===== src/rtl/id_stage_pkg.sv =====
// Shared decode definitions for the pipeline stages: opcodes, register index width
// and small helpers for instruction classification and RAW hazard detection.
package id_stage_pkg;

  localparam int REG_IDX_W = 5;

  localparam logic [5:0]  OP_B        = 6'b010100;
  localparam logic [5:0]  OP_BL       = 6'b010101;
  localparam logic [5:0]  OP_BEQ      = 6'b010110;
  localparam logic [5:0]  OP_BNE      = 6'b010111;
  localparam logic [5:0]  OP_JIRL     = 6'b010011;
  localparam logic [11:0] OP_3R_GROUP = 12'h001;

  typedef logic [REG_IDX_W-1:0] reg_idx_t;

  typedef struct packed {
    logic isB;
    logic isBl;
    logic isBeq;
    logic isBne;
    logic isJirl;
    logic is3r;
  } dec_t;

  function automatic dec_t decodeInst(input logic [31:0] inst);
    dec_t d;
    d.isB    = (inst[31:26] == OP_B);
    d.isBl   = (inst[31:26] == OP_BL);
    d.isBeq  = (inst[31:26] == OP_BEQ);
    d.isBne  = (inst[31:26] == OP_BNE);
    d.isJirl = (inst[31:26] == OP_JIRL);
    d.is3r   = (inst[31:20] == OP_3R_GROUP);
    return d;
  endfunction

  // r0 is hardwired to zero, so it never creates a dependency in either direction.
  function automatic logic rawConflict(input reg_idx_t src, input logic used,
                                       input reg_idx_t exDest, input reg_idx_t memDest,
                                       input reg_idx_t wbDest);
    logic hit;
    hit = ((exDest  != '0) && (src == exDest))  ||
          ((memDest != '0) && (src == memDest)) ||
          ((wbDest  != '0) && (src == wbDest));
    return used && (src != '0) && hit;
  endfunction

endpackage


===== src/rtl/id_stage_br_resolve.sv =====
// Branch resolution for the decode stage: evaluates the branch condition and
// computes the redirect target for b/bl/beq/bne/jirl.
module id_br_resolve
  import id_stage_pkg::*;
(
  input  logic [5:0]  op_i,
  input  logic [31:0] pc_i,
  input  logic [31:0] offs16_i,
  input  logic [31:0] offs26_i,
  input  logic [31:0] rdata1_i,
  input  logic [31:0] rdata2_i,
  output logic        cond_o,
  output logic [31:0] target_o
);

  logic srcEqual;

  assign srcEqual = (rdata1_i == rdata2_i);

  // Non-branch opcodes resolve to "not taken" with a zero target.
  always_comb begin
    cond_o   = 1'b0;
    target_o = 32'h0;
    case (op_i)
      OP_B, OP_BL: begin
        cond_o   = 1'b1;
        target_o = pc_i + offs26_i;
      end
      OP_BEQ: begin
        cond_o   = srcEqual;
        target_o = pc_i + offs16_i;
      end
      OP_BNE: begin
        cond_o   = ~srcEqual;
        target_o = pc_i + offs16_i;
      end
      OP_JIRL: begin
        cond_o   = 1'b1;
        target_o = rdata1_i + offs16_i;
      end
      default: begin
        cond_o   = 1'b0;
        target_o = 32'h0;
      end
    endcase
  end

endmodule


===== src/rtl/id_stage.sv =====
// Instruction decode stage: holds one instruction, reads sources, detects RAW
// hazards against downstream stages and resolves branches for fetch redirect.
module id_stage
  import id_stage_pkg::*;
(
  input  logic                 clk,
  input  logic                 resetn,
  input  logic                 if_to_id_valid,
  input  logic [31:0]          if_inst,
  input  logic [31:0]          if_pc,
  output logic                 id_allowin,
  output logic                 br_taken,
  output logic [31:0]          br_target,
  output logic [REG_IDX_W-1:0] rf_raddr1,
  output logic [REG_IDX_W-1:0] rf_raddr2,
  input  logic [31:0]          rf_rdata1,
  input  logic [31:0]          rf_rdata2,
  input  logic [REG_IDX_W-1:0] ex_dest,
  input  logic [REG_IDX_W-1:0] mem_dest,
  input  logic [REG_IDX_W-1:0] wb_dest,
  input  logic                 ex_allowin,
  output logic                 id_to_ex_valid,
  output logic [31:0]          id_pc,
  output logic [31:0]          id_inst,
  output logic [31:0]          id_src1,
  output logic [31:0]          id_src2,
  output logic [REG_IDX_W-1:0] id_dest
);

  logic        id_valid_q, id_valid_d;
  logic [31:0] id_pc_q, id_pc_d;
  logic [31:0] id_inst_q, id_inst_d;

  dec_t        dec;
  logic        src1Used, src2Used;
  logic        hazard, idReadyGo;
  logic [31:0] offs16, offs26;
  logic        brCond;
  logic [31:0] brTargetRaw;

  assign dec = decodeInst(id_inst_q);

  assign rf_raddr1 = id_inst_q[9:5];
  assign rf_raddr2 = (dec.isBeq | dec.isBne) ? id_inst_q[4:0] : id_inst_q[14:10];

  assign src1Used = ~(dec.isB | dec.isBl);
  assign src2Used = dec.isBeq | dec.isBne | dec.is3r;

  assign hazard = rawConflict(rf_raddr1, src1Used, ex_dest, mem_dest, wb_dest) |
                  rawConflict(rf_raddr2, src2Used, ex_dest, mem_dest, wb_dest);

  assign idReadyGo      = ~hazard;
  assign id_allowin     = ~id_valid_q | (idReadyGo & ex_allowin);
  assign id_to_ex_valid = id_valid_q & idReadyGo;

  assign offs16 = {{14{id_inst_q[25]}}, id_inst_q[25:10], 2'b00};
  assign offs26 = {{4{id_inst_q[9]}}, id_inst_q[9:0], id_inst_q[25:10], 2'b00};

  id_br_resolve u_br_resolve (
    .op_i     (id_inst_q[31:26]),
    .pc_i     (id_pc_q),
    .offs16_i (offs16),
    .offs26_i (offs26),
    .rdata1_i (rf_rdata1),
    .rdata2_i (rf_rdata2),
    .cond_o   (brCond),
    .target_o (brTargetRaw)
  );

  // A branch only redirects once it actually moves on to execute, so it fires exactly once.
  assign br_taken  = id_valid_q & idReadyGo & ex_allowin & brCond;
  assign br_target = br_taken ? brTargetRaw : 32'h0;

  assign id_src1 = rf_rdata1;
  assign id_src2 = rf_rdata2;

  always_comb begin
    id_dest = id_inst_q[4:0];
    if (dec.isBl) begin
      id_dest = 5'd1;
    end else if (dec.isB | dec.isBeq | dec.isBne) begin
      id_dest = 5'd0;
    end
  end

  assign id_pc   = id_pc_q;
  assign id_inst = id_inst_q;

  // The wrong-path instruction arriving alongside a taken branch is captured but invalidated.
  always_comb begin
    id_valid_d = id_valid_q;
    id_pc_d    = id_pc_q;
    id_inst_d  = id_inst_q;
    if (id_allowin) begin
      id_valid_d = if_to_id_valid & ~br_taken;
      if (if_to_id_valid) begin
        id_pc_d   = if_pc;
        id_inst_d = if_inst;
      end
    end
  end

  always_ff @(posedge clk) begin
    if (!resetn) begin
      id_valid_q <= 1'b0;
      id_pc_q    <= 32'h0;
      id_inst_q  <= 32'h0;
    end else begin
      id_valid_q <= id_valid_d;
      id_pc_q    <= id_pc_d;
      id_inst_q  <= id_inst_d;
    end
  end

endmodule


===== config.mk =====
export PLATFORM = sky130hd
export DESIGN_NAME = id_stage
export DESIGN_NICKNAME = d
export VERILOG_FILES = /design/src/rtl/id_stage_pkg.sv /design/src/rtl/id_stage_br_resolve.sv /design/src/rtl/id_stage.sv
export SDC_FILE = /design/constraint.sdc
export NUM_CORES = 1
export LEC_CHECK = 0
export CAP_MARGIN = 20
export CORE_UTILIZATION = 40
export DETAILED_ROUTE_END_ITERATION = 6
export GPL_ROUTABILITY_DRIVEN = 0
export MAX_ROUTING_LAYER = met4
export PLACE_DENSITY = 0.79
export SLEW_MARGIN = 20
export SYNTH_ARGS = -nofsm -noshare
export SYNTH_HDL_FRONTEND = slang
export SYNTH_SLANG_ARGS = --single-unit
export TNS_END_PERCENT = 100

===== constraint.sdc =====
create_clock -name clk -period 3.65 [get_ports clk]
set_input_delay 0.5475 -clock clk [delete_from_list [all_inputs] [get_ports clk]]
set_output_delay 0.5475 -clock clk [all_outputs]
set_load 0.02 [all_outputs]

Word-level counts from Yosys, hierarchy flattened
Cells that the tools add are included.

storage, ports and cells
  input port bits = 147
  memories kept = 0
  output and inout bits = 178
  flip-flop bits (word level) = 65
  latch bits = 0
  logic and storage cells = 65
  memory bits (writable) = 0
  memory bits (read-only) = 0

operators by class
  multipliers = 0
  shift operators = 0
  divide/modulo/power cells = 0
  equality and inequality tests = 13
  multiplexer cells = 6
  bitwise logic cells = 17
  reduce and logical (&&, ||, !) cells = 23
  order comparisons = 0
  add/sub/neg operators = 3

operators with widths
  operator                                              count
  adder 32 bit                                          3
  one-hot mux 32 bit (3 select lines)                   1
  equality test 32 bit                                  1
  2-to-1 mux 32 bit                                     1
  equality test 5 bit                                   6
  equality test 6 x 5 -> 1 bit, second input constant   5
  nonzero test 5 bit                                    5
  2-to-1 mux 5 bit                                      3
  equality test 12 x 1 -> 1 bit, second input constant  1
  logical AND 1 bit                                     10
  bitwise OR 1 bit                                      7
  AND 1 bit                                             5
  inverter 1 bit                                        5
  logical OR 1 bit                                      4
  OR reduction 2 bit                                    2
  one-hot mux 1 bit (3 select lines)                    1
  OR reduction 3 bit                                    1
  AND reduction 2 bit                                   1

Logic depth before layout (Yosys ltp)
  word-level depth = 15
  gate-level depth with buffers = 18
  gate-level depth less buffers = 16

Modules after synthesis
From an unflattened synthesis, not the netlist that was laid out.

second synthesis, totals
  cells, all modules = 1096
  area, all modules = 8538.2 um^2

by module, submodules not included
  module         seq. area each (um^2)  instances  cells each  area each (um^2)
  id_br_resolve  0.0                    1          588         4380.5
  id_stage       1301.2                 1          508         4157.7

Worst setup path before layout
No wires, ideal clock.

  path type = register to output
  start point = reg id_inst_q[27], in the netlist id_inst[27]
  end point = out br_target[30]
  path buffers = 2
  cell stages (with the launch flop) = 18
  slack = -0.792 ns
  arrival = 3.894 ns
  data required time = 3.102 ns
  cell sequence = dfxtp_1 > clkbuf_1 > nand4_1 > clkbuf_1 > nand2_1 > nand2_1 > ha_1 > fa_1 > nand3_1 > a21oi_1 > o21bai_1 > a31oi_1 > o211ai_1 > o21ai_1 > a2111oi_0 > nor3_1 > xnor2_1 > o221ai_1

on the way
  cells in the longest elaborated chain, start to end = 14
  elaborated cells on any way between the ends = 35
  classes of those cells = eq/ne (9); mux (4); bitwise (9); reduce/logical (13)

RTL lines
  what                                                    RTL line                                                           source
  start: declaration                                      id_stage.sv:32                                                     logic [31:0] id_inst_q, id_inst_d;
  start signal: assignment                                id_stage.sv:111                                                    id_inst_q <= id_inst_d;
  equality test 6 x 5 -> 1 bit, on equally long branches  id_stage_pkg.sv:29, id_stage_br_resolve.sv:24, id_stage_pkg.sv:30
  bitwise OR 1 bit                                        id_stage.sv:44, id_stage.sv:47
  2-to-1 mux 5 bit                                        id_stage.sv:44                                                     assign rf_raddr2 = (dec.isBeq | dec.isBne) ? id_inst_q[4:0] : id_inst_q[14:10];
  equality test 5 bit, on equally long branches           id_stage_pkg.sv:41, id_stage_pkg.sv:42
  logical AND 1 bit, on equally long branches             id_stage_pkg.sv:41, id_stage_pkg.sv:42
  logical OR 1 bit                                        id_stage_pkg.sv:41                                                 hit = ((exDest != '0) && (src == exDest)) ||
  logical OR 1 bit                                        id_stage_pkg.sv:42                                                 ((memDest != '0) && (src == memDest)) ||
  logical AND 1 bit                                       id_stage_pkg.sv:44                                                 return used && (src != '0) && hit;
  bitwise OR 1 bit                                        id_stage.sv:49                                                     assign hazard = rawConflict(rf_raddr1, src1Used, ex_dest, mem_dest, wb_dest) |
  inverter 1 bit                                          id_stage.sv:52                                                     assign idReadyGo = ~hazard;
  AND 1 bit (3 in a row)                                  id_stage.sv:71                                                     assign br_taken = id_valid_q & idReadyGo & ex_allowin & brCond;
  2-to-1 mux 32 bit (*)                                   id_stage.sv:72                                                     assign br_target = br_taken ? brTargetRaw : 32'h0;
  end: declaration                                        id_stage.sv:13                                                     output logic [31:0] br_target,

Mark *: on every way between the ends. The rest lies on a longest branch, timed or not.

Worst setup path after layout
  start point = reg id_inst_q[29], in the netlist id_inst[29]
  end point = out br_target[30]

Same word-level chain as after synthesis.

==> impl_summary.log <==
[metrics] run status: finished with violations
[metrics] failing checks: setup timing
[metrics] post-CTS clock slew at the launch and capture registers of the worst setup and hold paths: 0.06 ns
[metrics] violation count after the first detailed-routing iteration: 993
[metrics] P&R area growth vs syn: 84.2%
[metrics] via count of the first global-routing pass: 9712
[metrics] Die Footprint: 0.0202 mm2
[metrics] RSZ-0062 raised after global routing: true
[metrics] crit path setup slack, layout: -0.744 ns
[metrics] TritonCTS clock tree: done
[metrics] Net count, final: 1762
[metrics] sequential area share after synthesis: 0.165
[metrics] total negative slack for setup checks: -13.50 ns
[metrics] Min Clock Period, post-route: 4.39 ns
[metrics] Inserted Diodes: 0
[metrics] IO Port Bufs: 324
[metrics] most used cells in the layout excluding fill and tap cells: 309 x sky130_fd_sc_hd__buf_4, 271 x sky130_fd_sc_hd__clkdlybuf4s50_1, 97 x sky130_fd_sc_hd__nand2_1
[metrics] Routed Wire Length: 38200 um
[metrics] count of standard-cell rows: 50
[metrics] clock skew: 0.0132 ns
[metrics] power per cell area: 233 mW/mm2
[metrics] post-synthesis async set-or-reset flop share: 0
[metrics] number of iterations in the first detailed-routing pass: 7
[metrics] DRT antenna net count: 0
[metrics] final number of max-transition violations: 0
[metrics] Worst Setup End Kind: primary output
[metrics] cts hold-fix bufs: 0
[metrics] antenna violations before repair: 0
[metrics] number of hold violations in the final report: 0
[metrics] number of instances in the synthesized netlist: 1008
[metrics] synthesis-stage register bit count: 65
[metrics] number of buffers inserted during clock tree synthesis: 9
[metrics] total via count in the routed design: 10200
[metrics] Max IR drop VDD: 0.000261 V
[metrics] Tcrit/Tclk final: 1.20
[metrics] post-synthesis average cell area: 7.80 um2
[metrics] total global-route track usage: 0.347
[metrics] Yosys warning total: 0
[metrics] class of the tightest hold or removal check: reg -> reg
[metrics] unique cell type count in the Yosys netlist: 64
[metrics] WP data arrival: 3.85 ns
[metrics] CP startpoint kind: flip-flop
[metrics] post-synthesis cell area: 0.00786 mm2
[metrics] leak pwr: 6.41 nW
[metrics] total DRC errors in the routed layout: 0
[metrics] required time of the critical path: 3.10 ns
[metrics] kind of critical path: reg -> out
[metrics] die span in x: 142 um
[metrics] layout cells sized above 1: 0.339
[metrics] Post-Syn Nets: 1221
[metrics] pin count of the biggest net entering global routing: 66
[metrics] number of primary I/O pins: 325
[metrics] # H-tree levels: 3
[metrics] CTS Root Buffer Type: sky130_fd_sc_hd__clkbuf_16
[metrics] core area: 0.0190 mm2
[metrics] most frequent standard cell in the layout excluding fill and tap cells: sky130_fd_sc_hd__buf_4
[metrics] FILL cells: 1265
[metrics] Max Clock Freq: 0.228 GHz
[metrics] via density per instance: 5.62
[metrics] HPWL after DPL: 27200 um
[metrics] highest fanout seen on the critical path: 7
[metrics] first-pass GRT wire length: 51800 um
[metrics] relative max-transition margin: 0.311
[metrics] mean routed wirelength per cell: 21.0 um
[metrics] multi-input combinational cell area: 0.00671 mm2
[metrics] Sequential Area: 0.00132 mm2
[metrics] Vert. Die Dim: 142 um
[metrics] count of flip-flops with a built-in enable after synthesis: 0
[metrics] max-cap viol count: 0
[metrics] Final Setup Violations: 33
[metrics] post-route cell area: 0.0145 mm2
[metrics] leading register cell type out of synthesis: sky130_fd_sc_hd__dfxtp_1
[metrics] Max Buffers Root-to-Sink: 2
[metrics] remaining global-route overflow: 0
[metrics] area of placed instances: 0.0129 mm2
[metrics] Tightest Pin Transition: 1.03 ns
[metrics] clock insertion delay at the later pin of the skew report: 0.34 ns
[metrics] starting density of the core: 0.415
[metrics] sinks on the clock net: 65
## layout make-up
class | instances | share of cell area
multi-input cells | 815 | 0.463
flip-flops and latches | 65 | 0.0914
inverters | 18 | 0.00467
repair buffers | 640 | 0.398
clock inverters | 6 | 0.00475
clock buffers | 10 | 0.0158
well taps | 260 | 0.0225
## power by group
group	leakage [nW]	total, mW	switching, mW	internal, mW
Clock	0.143	0.894	0.362	0.532
Combinational	5.73	1.66	0.812	0.852
Sequential	0.541	0.811	0.0535	0.758
Total	6.41	3.37	1.23	2.14
## cell families (layout without fill, tap and decap cells)
group	Yosys count	in the layout	share of synthesized area
xor+xnor	116	116	0.129
flops	65	65	0.165
buf+inv	128	674	0.110
fa+ha+maj	66	66	0.107
simple gates	358	358	0.225
compound gates	205	205	0.173
mux	70	70	0.0905
## synth_stat cells (all sizes together), types with 2 or more instances
| cell | n | share of area |
|---|---|---|
| o31ai | 4 | 0.0038 |
| mux2i | 67 | 0.086 |
| o221ai | 2 | 0.0022 |
| clkbuf | 31 | 0.015 |
| a2111oi | 5 | 0.0057 |
| xor2 | 65 | 0.072 |
| a21oi | 55 | 0.035 |
| o21ai | 33 | 0.021 |
| and4 | 4 | 0.0045 |
| or3 | 3 | 0.0024 |
| mux2 | 3 | 0.0048 |
| o2111ai | 2 | 0.0022 |
| ha | 64 | 0.10 |
| and3 | 4 | 0.0032 |
| or4 | 7 | 0.0072 |
| o21a | 7 | 0.0067 |
| nand4 | 11 | 0.011 |
| nand3b | 2 | 0.0019 |
| xnor2 | 51 | 0.057 |
| a32oi | 2 | 0.0022 |
| buf | 79 | 0.086 |
| nand2 | 125 | 0.060 |
| a221oi | 2 | 0.0038 |
| nand2b | 5 | 0.0040 |
| o211ai | 7 | 0.0067 |
| o21bai | 14 | 0.013 |
| nor2 | 66 | 0.032 |
| a31oi | 10 | 0.0088 |
| a41oi | 2 | 0.0022 |
| nor4 | 16 | 0.013 |
| nand3 | 26 | 0.017 |
| a21boi | 2 | 0.0019 |
| a22oi | 25 | 0.024 |
| a31o | 2 | 0.0022 |
| fa | 2 | 0.0051 |
| and2 | 5 | 0.0043 |
| nor2b | 69 | 0.055 |
| inv | 18 | 0.0086 |
| a21o | 21 | 0.020 |
| dfxtp | 65 | 0.17 |
| a211oi | 6 | 0.0057 |
| nor3 | 13 | 0.0083 |
## path summary, 6_finish.rpt
kind	to	slack (ns)	depth (start not counted)	from
worst max-delay path	br_target[30]	-0.74	17	id_inst[29]
worst min-delay path	id_valid_q	0.51	2	id_valid_q
worst max register to register	id_pc[14]	0.31	16	id_inst[29]
worst min register to register	id_valid_q	0.51	2	id_valid_q
## registers in the layout, indices dropped and copies added (netlist names)
name        flops
id_pc          32
id_valid_q      1
id_inst        32
## metrics by stage
stage | hold slack (ns) | util | std cells | setup slack, ns | power [mW]
floorplan | 0.553 | - | 1008 | -0.270 | 1.55
global placement | 0.488 | 0.678 | 1758 | -0.985 | 2.25
detailed placement | 0.500 | 0.678 | 1758 | -1.12 | 2.28
CTS | 0.515 | 0.727 | 1800 | -0.578 | 3.22
global route | 0.530 | 0.764 | 1814 | -0.876 | 3.49
finish | 0.511 | 0.764 | 1814 | -0.744 | 3.37
## critical path, stage by stage (launching register included)
cell and delay [ns]:
sky130_fd_sc_hd__dfxtp_2 0.34, sky130_fd_sc_hd__nor2_4 0.15, sky130_fd_sc_hd__and4_4 0.26, sky130_fd_sc_hd__buf_12 0.14, sky130_fd_sc_hd__nand2_1 0.09, sky130_fd_sc_hd__nand2_2 0.11
sky130_fd_sc_hd__ha_4 0.21, sky130_fd_sc_hd__a21o_1 0.20, sky130_fd_sc_hd__a31o_4 0.25, sky130_fd_sc_hd__o21bai_4 0.17, sky130_fd_sc_hd__a31oi_4 0.12, sky130_fd_sc_hd__o211ai_1 0.34
sky130_fd_sc_hd__o21ai_2 0.15, sky130_fd_sc_hd__a2111oi_2 0.33, sky130_fd_sc_hd__nor3_1 0.14, sky130_fd_sc_hd__xnor2_1 0.20, sky130_fd_sc_hd__o221ai_2 0.13, sky130_fd_sc_hd__buf_4 0.17
## what timing repair did
| item | 4_1_cts | 5_1_grt |
|---|---|---|
| setup endpoints to repair | 35 | 35 |
| pin swaps | 36 | 60 |
| gates resized for setup | 250 | 120 |
| buffers inserted | 25 | 17 |
| cloned | 2 | 0 |
## layer usage
layer  wire length, um  vias to the layer above  track usage
li1                  -                     4580            -
met3              4010                      153       0.0700
met4              1790                        0        0.144
met2             18200                      724        0.587
met1             14200                     4729        0.397
met5                 0                        -            -
No activity file was read; power rests on OpenSTA's default activity.
